### src/rtl/tone_pkg.sv
// Shared types for the tone engine voice datapath: waveform select, amplitude limits, scheduler states.
// Pure declarations; no latency, no flow control.
package tone_pkg;

    typedef enum logic [1:0] {
        WAVE_SQUARE = 2'd0,
        WAVE_SAW    = 2'd1,
        WAVE_TRI    = 2'd2,
        WAVE_OFF    = 2'd3
    } wave_sel_e;

    localparam logic signed [11:0] WAVE_POS_MAX = 12'sd2047;
    localparam logic signed [11:0] WAVE_NEG_MAX = -12'sd2048;

    typedef enum logic [1:0] {
        ST_IDLE  = 2'd0,
        ST_FETCH = 2'd1,
        ST_ACC   = 2'd2,
        ST_DONE  = 2'd3
    } sched_state_e;

endpackage

### src/rtl/voice_wave_gen.sv
// Combinational waveform lookup and volume scaling for one voice: (phase top bits, wave, vol) -> signed product.
// Zero latency; no flow control.
module voice_wave_gen
    import tone_pkg::*;
#(
    parameter int VOL_W = 4
) (
    input  logic [12:0]              phase_top_i,
    input  wave_sel_e                wave_sel_i,
    input  logic [VOL_W-1:0]         vol_i,
    output logic signed [VOL_W+12:0] prod_o
);

    logic [11:0]        tri_u;
    logic signed [11:0] wave;

    always_comb begin
        tri_u = phase_top_i[12] ? ~phase_top_i[11:0] : phase_top_i[11:0];
        wave  = '0;
        case (wave_sel_i)
            WAVE_SQUARE: wave = phase_top_i[12] ? WAVE_NEG_MAX : WAVE_POS_MAX;
            // x - 2048 on a 12-bit unsigned value is just an MSB flip read as signed
            WAVE_SAW:    wave = $signed({~phase_top_i[12], phase_top_i[11:1]});
            WAVE_TRI:    wave = $signed({~tri_u[11], tri_u[10:0]});
            default:     wave = '0;
        endcase
    end

    assign prod_o = $signed({{(VOL_W+1){wave[11]}}, wave}) * $signed({13'd0, vol_i});

endmodule

### src/rtl/voice_scheduler.sv
// Runs one shared phase/wave/volume datapath over all voices once per sample tick and emits the mixed sample.
// Valid 2*NUM_VOICES+1 cycles after an accepted tick; ticks arriving while busy are dropped and flagged.
module voice_scheduler
    import tone_pkg::*;
#(
    parameter int NUM_VOICES = 4,
    parameter int PHASE_W    = 16,
    parameter int FREQ_W     = 16,
    parameter int VOL_W      = 4,
    parameter int SAMPLE_W   = 16
) (
    input  logic                          clk_in,
    input  logic                          reset_in,
    input  logic                          sample_tick_in,
    output logic [$clog2(NUM_VOICES)-1:0] cfg_voice_idx_out,
    input  logic [FREQ_W-1:0]             cfg_freq_in,
    input  logic [VOL_W-1:0]              cfg_vol_in,
    input  logic [1:0]                    cfg_wave_in,
    output logic signed [SAMPLE_W-1:0]    sample_out,
    output logic                          sample_valid_out,
    output logic                          busy_out,
    output logic                          overrun_out
);

    localparam int IDX_W  = $clog2(NUM_VOICES);
    localparam int PROD_W = VOL_W + 13;
    localparam int ACC_W  = PROD_W + IDX_W;

    sched_state_e               state_q, state_d;
    logic [IDX_W-1:0]           vidx_q, vidx_d;
    logic signed [ACC_W-1:0]    acc_q, acc_d;
    logic [FREQ_W-1:0]          freq_q;
    logic [VOL_W-1:0]           vol_q;
    wave_sel_e                  wave_q;
    logic [PHASE_W-1:0]         phase_q [NUM_VOICES];
    logic signed [SAMPLE_W-1:0] sample_q;
    logic                       valid_q;

    logic [PHASE_W-1:0]         cur_phase;
    logic signed [PROD_W-1:0]   prod;
    logic                       last_voice;

    assign cur_phase  = phase_q[vidx_q];
    assign last_voice = (vidx_q == IDX_W'(NUM_VOICES - 1));

    voice_wave_gen #(
        .VOL_W (VOL_W)
    ) u_wave_gen (
        .phase_top_i (cur_phase[PHASE_W-1 -: 13]),
        .wave_sel_i  (wave_q),
        .vol_i       (vol_q),
        .prod_o      (prod)
    );

    always_comb begin
        state_d = state_q;
        vidx_d  = vidx_q;
        acc_d   = acc_q;
        case (state_q)
            ST_IDLE: begin
                if (sample_tick_in) begin
                    state_d = ST_FETCH;
                    vidx_d  = '0;
                    acc_d   = '0;
                end
            end
            ST_FETCH: state_d = ST_ACC;
            ST_ACC: begin
                acc_d = acc_q + {{IDX_W{prod[PROD_W-1]}}, prod};
                if (last_voice) begin
                    state_d = ST_DONE;
                end else begin
                    state_d = ST_FETCH;
                    vidx_d  = vidx_q + IDX_W'(1);
                end
            end
            ST_DONE: state_d = ST_IDLE;
            default: state_d = ST_IDLE;
        endcase
    end

    always_ff @(posedge clk_in or posedge reset_in) begin
        if (reset_in) begin
            state_q  <= ST_IDLE;
            vidx_q   <= '0;
            acc_q    <= '0;
            freq_q   <= '0;
            vol_q    <= '0;
            wave_q   <= WAVE_OFF;
            sample_q <= '0;
            valid_q  <= 1'b0;
            for (int i = 0; i < NUM_VOICES; i++) begin
                phase_q[i] <= '0;
            end
        end else begin
            state_q <= state_d;
            vidx_q  <= vidx_d;
            acc_q   <= acc_d;
            valid_q <= 1'b0;
            if (state_q == ST_FETCH) begin
                freq_q <= cfg_freq_in;
                vol_q  <= cfg_vol_in;
                wave_q <= wave_sel_e'(cfg_wave_in);
            end
            if (state_q == ST_ACC) begin
                phase_q[vidx_q] <= cur_phase + PHASE_W'(freq_q);
                // Load the result on entry to DONE so data and valid line up in that cycle
                if (last_voice) begin
                    sample_q <= SAMPLE_W'(acc_d >>> IDX_W);
                    valid_q  <= 1'b1;
                end
            end
        end
    end

    assign cfg_voice_idx_out = (state_q == ST_FETCH) ? vidx_q : '0;
    assign sample_out        = sample_q;
    assign sample_valid_out  = valid_q;
    assign busy_out          = (state_q != ST_IDLE);
    assign overrun_out       = sample_tick_in && (state_q != ST_IDLE);

endmodule

### config.mk
export PLATFORM = sky130hd
export DESIGN_NAME = voice_scheduler
export DESIGN_NICKNAME = d
export VERILOG_FILES = /design/src/rtl/tone_pkg.sv /design/src/rtl/voice_wave_gen.sv /design/src/rtl/voice_scheduler.sv
export SDC_FILE = /design/constraint.sdc
export NUM_CORES = 1
export LEC_CHECK = 0
export ABC_CLOCK_PERIOD_IN_PS = 8600
export BUFFER_PORTS_ARGS = -buffer_cell sky130_fd_sc_hd__buf_2
export CORE_UTILIZATION = 55
export DETAILED_ROUTE_END_ITERATION = 10
export MAX_ROUTING_LAYER = met4
export PLACE_DENSITY = 0.82
export SYNTH_ARGS = -nofsm -noshare
export SYNTH_HDL_FRONTEND = slang
export SYNTH_SLANG_ARGS = --single-unit
### constraint.sdc
create_clock -name clk_in -period 8.6 [get_ports clk_in]
set_input_delay 0.43 -clock clk_in [delete_from_list [all_inputs] [get_ports clk_in]]
set_output_delay 0.43 -clock clk_in [all_outputs]
set_load 0.005 [all_outputs]
* After elaboration in Yosys (flattened, before gate mapping)
Index checks and enable logic that the tools add are counted.
** Operators by class
- Multiplexer cells :: 20
- $lt $le $gt $ge :: 2
- Equality and inequality tests :: 8
- Bitwise gates (word level) :: 4
- Add/sub/neg operators :: 3
- Multipliers :: 1
- Reduce and logical (&&, ||, !) cells :: 9
** Operators by type and width (count)
- 64-bit bitwise mux :: 1
- 16-bit 2-to-1 mux :: 3
- 19-bit case mux with 2 select lines :: 1
- 12-bit case mux with 3 select lines :: 1
- 16-bit binary-select mux with 2-bit select :: 1
- 16-bit demux with 2-bit select :: 1
- 12-bit 2-to-1 mux :: 2
- 19-bit adder :: 1
- 19-bit 2-to-1 mux :: 1
- 12-bit by 5-bit multiplier with 17-bit output :: 1
- 16-bit adder :: 1
- 12-bit NOT :: 1
- 2-bit 2-to-1 mux :: 5
- 2-bit equality test, second input constant :: 4
- 2-bit case mux with 4 select lines :: 1
- 2-bit by 1-bit equality test with 1-bit output, second input constant :: 2
- 2-bit logical NOT :: 2
- 2-bit inequality test, second input constant :: 2
- 2-bit case mux with 2 select lines :: 1
- 2-bit AND reduction :: 2
- 2-bit nonzero test :: 2
- 3-bit >= comparator, second input constant :: 1
- 3-bit by 1-bit < comparator with 1-bit output, second input constant :: 1
- 2-bit NOT with 3-bit output :: 1
- 5 further kinds :: 8
** Word-level totals
- Register bits :: 126
- Bits of input ports :: 25
- Output and inout bits :: 21
- Logic and storage cells :: 60

* Logic depth before layout (Yosys ltp)
Gate-level depths: netlist of the first run.
- Depth in word-level cells :: 11
- Depth in mapped cells :: 32
- Depth with buffers taken out :: 29

* By module
From an unflattened synthesis of the first run, not the netlist that was laid out.
** Second synthesis, totals
- Cell total of the unflattened synthesis :: 901
- Area total of the unflattened synthesis :: 8988.6 µm²
** Modules (own cells, without submodules)
- voice_scheduler :: area an instance 6845.3 µm², sequential area each 3130.5 µm², times used 1, cells each 627
- voice_wave_gen :: area an instance 2143.3 µm², sequential area each 0.0 µm², times used 1, cells each 274

* Least setup slack after synthesis of the first run
No wires, ideal clock.
- Path type :: register to register
- From :: reg vidx_q[0]
- To :: reg acc_q[17]
- Library setup time :: 0.087 ns
- Stages on the path, launching flop included :: 29
- Arrival :: 6.645 ns
- Clock period less this slack :: 6.732 ns
- Buffers on the path :: 3
- Required time :: 8.513 ns
- Path slack :: 1.868 ns
- Path through :: dfrtp_1 buf_6 buf_1 inv_1 nand2_1 o21ai_0 nor2_1 clkbuf_1 mux2i_1 o22a_1 nor2b_1 ha_1 fa_1 inv_1 fa_1 inv_1 ha_1 a21o_1 a21o_1 a21oi_1 o21ai_0 or3_1 and4_1 or3_1 ha_1 a31oi_1 nor3_1 or4b_1 o211ai_1
** On the way
- Word-level cells in the longest chain between the ends :: 11
- Elaborated cells between the ends (all ways) :: 13
- Those cells by class :: add/sub: 1; mul: 1; mux: 7; bitwise: 4
** Ends and longest elaborated chain
- start: declaration :: RTL line voice_scheduler.sv:30 : logic [IDX_W-1:0] vidx_q, vidx_d;
- start signal: assignment :: RTL line voice_scheduler.sv:97 : vidx_q <= vidx_d;
- 2-bit NOT with 3-bit output (not written as such) * :: RTL line voice_scheduler.sv:43 : assign cur_phase = phase_q[vidx_q];
- 16-bit binary-select mux with 2-bit select * :: RTL line voice_scheduler.sv:43
- 16-bit 2-to-1 mux (not written as such) * (2 in a row) :: RTL line voice_scheduler.sv:43
- 12-bit NOT :: RTL line voice_wave_gen.sv:18 : tri_u = phase_top_i[12] ? ~phase_top_i[11:0] : phase_top_i[11:0];
- 12-bit 2-to-1 mux :: RTL line voice_wave_gen.sv:18
- 1-bit NOT :: RTL line voice_wave_gen.sv:24 : WAVE_TRI: wave = $signed({~tri_u[11], tri_u[10:0]});
- 12-bit case mux with 3 select lines * :: RTL line voice_wave_gen.sv:20 : case (wave_sel_i)
- 12-bit by 5-bit multiplier with 17-bit output * :: RTL line voice_wave_gen.sv:29 : assign prod_o = $signed({{(VOL_W+1){wave[11]}}, wave}) * $signed({13'd0, vol_i});
- 19-bit adder * :: RTL line voice_scheduler.sv:69 : acc_d = acc_q + {{IDX_W{prod[PROD_W-1]}}, prod};
- 19-bit case mux with 2 select lines * :: RTL line voice_scheduler.sv:59 : case (state_q)
- named net acc_d[17] :: RTL line voice_scheduler.sv:31 : logic signed [ACC_W-1:0] acc_q, acc_d;
- end signal: assignment :: RTL line voice_scheduler.sv:86 : acc_q <= '0;
- end signal: assignment :: RTL line voice_scheduler.sv:98 : acc_q <= acc_d;
- end: declaration :: RTL line voice_scheduler.sv:31
The timed path passes the listed nets; every way through them passes the cells marked *. The select of a mux whose other input is x is not followed.
A chain may end at the register's enable or synchronous reset.

* Worst setup path after layout of the first run
Ends and elaborated chain as after synthesis.

==> results of run 1 <==
final timing paths:
check,start,end,slack [ns],cells after the start
max in group asynchronous,reset_in,vol_q[2],7.14,3
worst max-delay path,vidx_q[0],acc_q[17],1.42,27
worst max register to register,vidx_q[0],acc_q[17],1.42,27
worst min-delay path,reset_in,sample_out[12],0.08,2
min in group clk_in,cfg_freq_in[2],freq_q[2],0.23,2
worst min register to register,phase_q[38],phase_q[38],0.48,2
logic make-up after synthesis:
kind of cell | Yosys count
xor+xnor | 42
simple gates | 229
fa+ha+maj | 95
mux | 71
buf+inv | 103
compound gates | 214
flops | 125
cells in the mapped netlist (all sizes together), types with 2 or more instances:
cell type	instances	area [um^2]
dfrtp	123	3080
nand2	94	353
o21ai	84	420
ha	68	851
inv	66	248
nor2b	45	282
a21oi	43	219
mux2	43	488
clkbuf	33	124
nor2	29	116
xnor2	28	245
fa	27	541
a21o	18	135
nand2b	17	106
mux4	16	383
xor2	13	114
mux2i	12	120
nor3	12	65.1
o22a	11	96.3
a22o	10	87.6
nand3	8	40.0
o211ai	6	45.0
o21bai	6	45.0
or3	6	37.5
a31oi	5	31.3
o21a	5	38.8
buf	4	30.0
a211o	3	26.3
a211oi	3	22.5
a221oi	3	26.3
and4	3	26.3
nor3b	3	22.5
o22ai	3	18.8
or2	3	18.8
a2111oi	2	17.5
a32o	2	20.0
dfstp	2	52.6
nand4b	2	17.5
o221ai	2	17.5
layer usage:
layer | routed length (um) | vias up | track usage, %
li1 | - | 3149 | -
met1 | 8130 | 3242 | 30.9
met2 | 9690 | 200 | 43.3
met3 | 964 | 54 | 5.51
met4 | 614 | 0 | 11.8
met5 | 0 | - | -
placed cells by master, fill, tap and decap left out, types with 4 or more instances in the layout:
cell type	netlist	layout
dfrtp_1	123	123
o21a_1	4	4
nand2_1	94	94
a22o_1	10	10
or3_1	6	6
mux2_2	42	42
o22a_1	11	11
a21o_1	18	18
a31oi_1	5	5
buf_4	0	7
nand2b_1	17	17
xnor2_1	28	28
nor2b_1	45	45
xor2_1	13	13
o21bai_1	6	6
o21ai_0	84	84
fa_1	27	27
nand3_1	8	8
clkbuf_16	0	17
mux4_2	10	10
o211ai_1	6	6
nor2_1	28	28
nor3_1	11	11
mux4_1	6	6
a21oi_1	42	42
mux2i_1	12	12
inv_6	0	6
inv_1	66	65
ha_1	68	68
buf_2	0	45
worst reg2reg max path: stages, from the launching register on:
cell,delay (ns)
dfrtp_1,0.54
mux4_2,0.66
nor2_1,0.58
a21oi_1,0.09
o22a_1,0.27
nor2b_1,0.14
ha_1,0.23
inv_1,0.08
fa_1,0.42
fa_1,0.54
inv_1,0.04
ha_1,0.33
a21oi_1,0.24
o21bai_1,0.09
a21oi_1,0.26
o21ai_0,0.20
or3_1,0.37
nand2_1,0.09
xnor2_1,0.06
ha_1,0.36
nand2_1,0.06
nor2_1,0.19
nand2_1,0.08
o221ai_1,0.30
a31oi_1,0.24
o21ai_0,0.11
or4b_1,0.44
o211ai_1,0.09
state kept, by name (all words and copies together), names as in the netlist:
name              flops
freq_q               16
sample_out           16
vidx_q                2
sample_valid_out      1
state_q               2
acc_q                18
vol_q                 4
phase_q              64
wave_q                2
per-stage QoR:
stage               utilization [%]  cell area, um^2
finish                         63.5             9770
global route                   63.5             9770
CTS                            63.5             9770
detailed placement             59.6             9160
global placement               59.6             9160
floorplan                         -             8770
layout make-up:
type	count	area, um^2
Sequential cell	125	3130
Multi-Input combinational cell	651	5240
Clock inverter	14	179
Fill cell	1227	5610
Clock buffer	18	429
Timing Repair Buffer	52	278
Tap cell	211	264
Inverter	66	250
==> flow_metrics.tcl, run 1 <==
set metrics [dict create \
    fmax_mhz 139 \
    root_buffer "clkbuf_16" \
    hold_class "input port to asynchronous set/reset pin" \
    ys_seq_area_share_pct 35.7 \
    synth_xor_area_share_pct 4.35 \
    synthArstFlopShare_pct 100 \
    clk_transition_reported_paths_ns 0.06 \
    cts_made_buffers 17 \
    hold_buffers 0 \
    fin_hold_ws_ns 0.0822 \
    cts_sinks 125 \
    setup_tns_ns 0 \
    post-dp-hpwl_um 13600 \
    fin_crit_sh_pct 83.4 \
    crit_path_end_kind "flip-flop" \
    fin_crit_ns 7.18 \
    synth_nets 999 \
    grt_max_degree 77 \
    synthAdderAreaFrac_pct 15.9 \
    antenna_left 0 \
    row_count 45 \
    slew_headroom_pct 22.3 \
    drt_iter0_markers 401 \
    hold_viol 0 \
    post-place-ws_ns 1.53 \
    synth_simple_gate_area_share_pct 13.0 \
    synth_compound_area_share_pct 15.2 \
    die_area_mm2 0.0164 \
    core-area_mm2 0.0154 \
    cap_violations 0 \
    drt-vias-per-instance 5.84 \
    antenna_found_initial 0 \
    io_pins 46 \
    ys_warn_count 0 \
    critPathKind "flip-flop to flip-flop" \
    clock_latency_ns 0.43 \
    cts_tree "done" \
    first_global_vias 6693 \
    rsz0062_at_grt "no" \
    worstMarginPinSlew_ns 1.16 \
    area_delta_synth_final_pct 11.4 \
    fin_skew_ns 0.00792 \
    netlist_area_mm2 0.00877 \
    initial_utilization_pct 57.0 \
    cp-start-kind "flip-flop" \
    worstPathMaxFanout 11 \
    drv_slew 0 \
    port_buffers 45 \
    cts.htree.levels 4 \
    avgSynthCellArea_um2 9.97 \
    drc_errors 0 \
    diodes 0 \
    critPathBufInv 2 \
    grtUsageTotal_pct 26.2 \
    clk_path_buf_depth 2 \
    muxShareOfSynthArea_pct 11.3 \
    finalSetupViolations 0 \
    postSynthCellCount 879 \
    cp_slowest_cell "mux4_2" \
    synth_top_family_by_area "adder cells" \
    routabilityCongestion 0.903 \
    setup_ws_ns 1.42 \
    first_pass_iters 5 \
    stdcell_count 1137 \
    vias 6645 \
    finalWirelength_um 19400 \
    synthFlopType "dfrtp_1" \
    yosys_register_bits 125 \
    max_stage_delay_ns 0.66 \
    final_nets 1033 \
    crit_arrival_ns 7.52 \
    postCtsSetupBuffers 0 \
    die_h_um 128 \
    ctsResizeCount 0 \
    grt_pass1_wl_um 32600 \
    overflow 0 \
    wl_per_cell_um 17.1 \
    ys_types 62 \
    status "completed" \
    dp_cells 1105 \
    cp_top_family "simple AND/OR/NAND/NOR gates" \
    drive_above_1_share_pct 15.9 \
    cp.required_ns 8.95 \
    synth_edf_count 0 \
    dieWidth_um 128 \
]
Power of run 1 is not shown: default switching activity piles up to over one toggle a cycle in this logic, so the estimate is an artifact.
==> run 2, diff against run 1 <==
- ABC_CLOCK_PERIOD_IN_PS: 8600 -> 7000
- clock period: 8.6 -> 7 ns (I/O delays scaled with it)
==> run 2 against run 1 <==
Against the previous run:
- utilization is 0.28 points higher
- global-route usage is 0.37 points lower
- setup slack worse by 1.1 ns
- count of clock-buffer cells in the layout is 3 higher
- final cell count is 0.53% higher
- non-clock buffer count is 6 higher
- register-to-register slack worse by 1.1 ns
- fmax is 7.6% higher
- first-iteration DRC count is 14% lower
- via count is 0.59% higher
- cell area is 0.44% higher
- clock skew is 0.0051 ns higher
==> flow_metrics.tcl, run 2 (synthesized netlist as in run 1, its figures left out) <==
set metrics [dict create \
    status "completed" \
    die_area_mm2 0.0164 \
    dp_cells 1109 \
    cts_made_buffers 17 \
    seq_area_mm2 0.00313 \
    vias 6684 \
    final_cell_mix "dfrtp_1 (122), nand2_1 (94), o21ai_0 (82), ha_1 (68), inv_1 (65)" \
    multi_input_area_mm2 0.00525 \
    first_global_vias 6705 \
    worstRegToRegCells 26 \
    drt-vias-per-instance 5.85 \
    reg2reg_to "acc_q[17]" \
    first_pass_iters 4 \
    nFillCells 1257 \
    drt_iter0_markers 343 \
    area_delta_synth_final_pct 11.9 \
    drc_errors 0 \
    largest_reg_flops 64 \
    initial_utilization_pct 57.0 \
    fin_crit_ns 6.67 \
    largestRegisters "phase_q x64, acc_q x18" \
    cts.htree.levels 4 \
    antenna_left 0 \
    finalSetupViolations 0 \
    clock_latency_ns 0.43 \
    crit_path_end_kind "flip-flop" \
    cts_sinks 125 \
    diodes 0 \
    wl_per_cell_um 16.8 \
    antenna_found_initial 0 \
    cts_tree "done" \
    cp.required_ns 7.33 \
    overflow 0 \
    stdcell_count 1143 \
    cp-start-kind "flip-flop" \
    final_common_cell "dfrtp_1" \
    setup_ws_ns 0.329 \
    fin_crit_sh_pct 95.3 \
    r2r_start "vidx_q[0]" \
    dieWidth_um 128 \
    die_h_um 128 \
    reg2reg_slack_ns 0.33 \
    drv_slew 0 \
    post-place-ws_ns 0.162 \
    finalWirelength_um 19200 \
    fmax_mhz 150 \
    clk_transition_reported_paths_ns 0.06 \
    io_pins 46 \
    grt_pass1_wl_um 32000 \
    post-dp-hpwl_um 13500 \
    hold_class "input port to asynchronous set/reset pin" \
    clk_path_buf_depth 2 \
    final_nets 1039 \
    worstPathMaxFanout 13 \
    port_buffers 45 \
    root_buffer "clkbuf_16" \
    drive_above_1_share_pct 17.2 \
    hold_viol 0 \
    routabilityCongestion 0.875 \
    grtUsageTotal_pct 25.9 \
    grt_max_degree 68 \
    fin_skew_ns 0.0130 \
    critPathKind "flip-flop to flip-flop" \
    row_count 45 \
    worstMarginPinSlew_ns 1.15 \
    top_register "phase_q" \
    crit_arrival_ns 7.01 \
    cap_violations 0 \
    core-area_mm2 0.0154 \
    slew_headroom_pct 23.2 \
]
-- run 2: changes by cell type in the layout (fill, tap and decap cells not counted), sizes merged --
cell / before / now
buf: 52 / 58
bufinv: 3 / 1
clkbuf: 18 / 21
clkinv: 5 / 3
clkinvlp: 0 / 5
inv: 72 / 68
-- run 2: worst max-delay path by stage --
stage                     slack [ns]   endpoint  depth (start not counted)       from
after floorplan                 0.27  acc_q[17]                         28  vidx_q[0]
after global placement          0.26  acc_q[17]                         26  vidx_q[0]
after detailed placement        0.16  acc_q[17]                         28  vidx_q[0]
after CTS                       0.10  acc_q[17]                         28  vidx_q[0]
after global routing           -0.03  acc_q[17]                         28  vidx_q[1]
final                           0.33  acc_q[17]                         26  vidx_q[0]
-- run 2: timing repair --
item / CTS / global route
resized for setup: 0 / 11
buffers inserted: 0 / 2
setup endpoints to repair: 0 / 5
hold buffers: 0 / 0
-- run 2: area by class of cell --
class                      count  area share, %
multi-input combinational    651           53.5
sequential                   125           31.9
clock buffer                  21           4.69
timing repair buffer          58           3.46
tap                          211           2.69
inverter                      66           2.55
clock inverter                11           1.14
-- run 2: worst max-delay path, stage by stage, from the launching register on --
cell and delay (ns):
dfrtp_2 0.46, buf_12 0.19, mux4_1 0.68, a21oi_1 0.19
o22a_1 0.27, nor2b_1 0.08, ha_1 0.32, fa_1 0.53
inv_1 0.05, fa_1 0.52, inv_1 0.04, ha_1 0.24
a211oi_2 0.31, o21ai_0 0.18, a31oi_1 0.27, nor2b_1 0.09
nor2_1 0.12, xnor2_1 0.18, ha_1 0.34, o21ai_0 0.10
o21bai_1 0.09, a21oi_1 0.20, o221ai_2 0.16, a31oi_2 0.30
nor3_1 0.07, or4b_1 0.51, o211ai_1 0.09
-- run 2: per-stage QoR --
| step | util, % | cell area [um^2] | hold WS (ns) | setup TNS [ns] |
|---|---|---|---|---|
| finish | 63.8 | 9810 | 0.0890 | 0 |
| global route | 63.8 | 9810 | 0.149 | -0.0264 |
| floorplan | - | 8770 | 0.441 | 0 |
| CTS | 63.6 | 9770 | 0.126 | 0 |
| global placement | 59.9 | 9200 | 0.453 | 0 |
| detailed placement | 59.9 | 9200 | 0.466 | 0 |
-- run 2: per-layer routing --
layer | vias to the layer above | GRT usage (%) | part of all wire, %
met3 | 54 | 4.30 | 3.5
li1 | 3167 | - | -
met5 | - | - | 0
met2 | 167 | 44.2 | 52
met1 | 3296 | 29.1 | 40
met4 | 0 | 13.5 | 3.8
Power of run 2 is left out for the same reason.
==> run 3, diff against run 2 <==
- CTS_BUF_LIST: unset -> sky130_fd_sc_hd__clkbuf_8 sky130_fd_sc_hd__clkbuf_16
==> run 3 against run 2 <==
Against the previous run:
- die area unchanged
- sequential share of layout area unchanged
- flip-flop and latch count unchanged
- setup slack improved by 0.0017 ns
- utilization unchanged
- via count unchanged
- critical endpoint unchanged
- largest cell class unchanged
==> flow_metrics.tcl, run 3 (synthesized netlist as in run 1, its figures left out) <==
set metrics [dict create \
    status "completed" \
    grtUsageTotal_pct 25.9 \
    grt_pass1_wl_um 32000 \
    area_delta_synth_final_pct 11.9 \
    largest_reg_flops 64 \
    diodes 0 \
    cts.htree.levels 4 \
    drt_iter0_markers 343 \
    antenna_found_initial 0 \
    cts_tree "done" \
    setup_tns_ns 0 \
    fmax_mhz 150 \
    grt_max_degree 68 \
    first_global_vias 6705 \
    worstRegToRegCells 26 \
    clk_transition_reported_paths_ns 0.06 \
    row_count 45 \
    drive_above_1_share_pct 17.2 \
    fin_crit_sh_pct 95.3 \
    cp_slowest_cell "mux4_1" \
    routabilityCongestion 0.875 \
    clock_latency_ns 0.43 \
    reg2reg_slack_ns 0.33 \
    nFillCells 1257 \
    multi_input_area_mm2 0.00525 \
    cts_made_buffers 17 \
    clk_path_buf_depth 2 \
    critPathKind "flip-flop to flip-flop" \
    dieWidth_um 128 \
    post-route-util_pct 63.8 \
    final_common_cell "dfrtp_1" \
    port_buffers 45 \
    cp.required_ns 7.34 \
    crit_arrival_ns 7.00 \
    crit_start "vidx_q[0]" \
    critPathBufInv 3 \
    wl_per_cell_um 16.8 \
    core-area_mm2 0.0154 \
    worstPathMaxFanout 13 \
    slew_headroom_pct 23.2 \
    cts_sinks 125 \
    finalSetupViolations 0 \
    r2r_start "vidx_q[0]" \
    post-dp-hpwl_um 13500 \
    fin_skew_ns 0.0130 \
    finalWirelength_um 19200 \
    final_nets 1039 \
    overflow 0 \
    drv_slew 0 \
    crit_path_end_kind "flip-flop" \
    initial_utilization_pct 57.0 \
    cp_top_family "compound AO/OA/AOI/OAI gates" \
    drt-vias-per-instance 5.85 \
    antenna_left 0 \
    first_pass_iters 5 \
    die_area_mm2 0.0164 \
    io_pins 46 \
    hold_class "input port to asynchronous set/reset pin" \
    root_buffer "clkbuf_16" \
    die_h_um 128 \
    largestRegisters "phase_q x64, acc_q x18" \
    cp-start-kind "flip-flop" \
    final_cell_mix "dfrtp_1 (122), nand2_1 (94), o21ai_0 (82), ha_1 (68), inv_1 (67)" \
    top_register "phase_q" \
    max_stage_delay_ns 0.68 \
    reg2reg_to "acc_q[17]" \
    worstMarginPinSlew_ns 1.15 \
    vias 6684 \
    critPathMostFrequentCell "ha_1" \
    cap_violations 0 \
    seq_area_mm2 0.00313 \
    drc_errors 0 \
    fin_crit_ns 6.67 \
    hold_viol 0 \
]
run 3: how the worst max path moves through the flow:
stage	to	slack, ns	cells past startpoint
final	acc_q[17]	0.33	26
after global routing	acc_q[17]	-0.03	28
after CTS	acc_q[17]	0.10	28
after detailed placement	acc_q[17]	0.16	28
after global placement	acc_q[17]	0.26	26
after floorplan	acc_q[17]	0.27	28
run 3: what timing repair did:
| item | in CTS | in global routing |
|---|---|---|
| hold buffers | 0 | 0 |
| buffers inserted | 0 | 2 |
| endpoints found under the setup margin | 0 | 5 |
| resized for setup | 0 | 11 |
run 3: routing by layer:
layer | global-route usage [%] | wire, um | up-vias
li1 | - | - | 3169
met1 | 29.1 | 7770 | 3297
met2 | 44.2 | 10000 | 166
met3 | 4.30 | 689 | 52
met4 | 13.5 | 726 | 0
met5 | - | 0 | -
run 3: cell type report:
cell class                      instances  share of cell area, %
Clock buffer                           19                   4.62
Inverter                               66                   2.55
Multi-Input combinational cell        651                   53.5
Clock inverter                         13                   1.21
Tap cell                              211                   2.69
Timing Repair Buffer                   58                   3.46
Sequential cell                       125                   31.9
run 3: stage by stage:
stage	hold slack [ns]	cells	area, um^2	setup WS [ns]
3_5_place_dp	0.466	1109	9200	0.162
2_1_floorplan	0.441	879	8770	0.268
5_1_grt	0.149	1143	9810	-0.0264
6_report	0.0882	1143	9810	0.331
4_1_cts	0.126	1141	9770	0.100
3_3_place_gp	0.453	1109	9200	0.260
Power of run 3 is left out for the same reason.
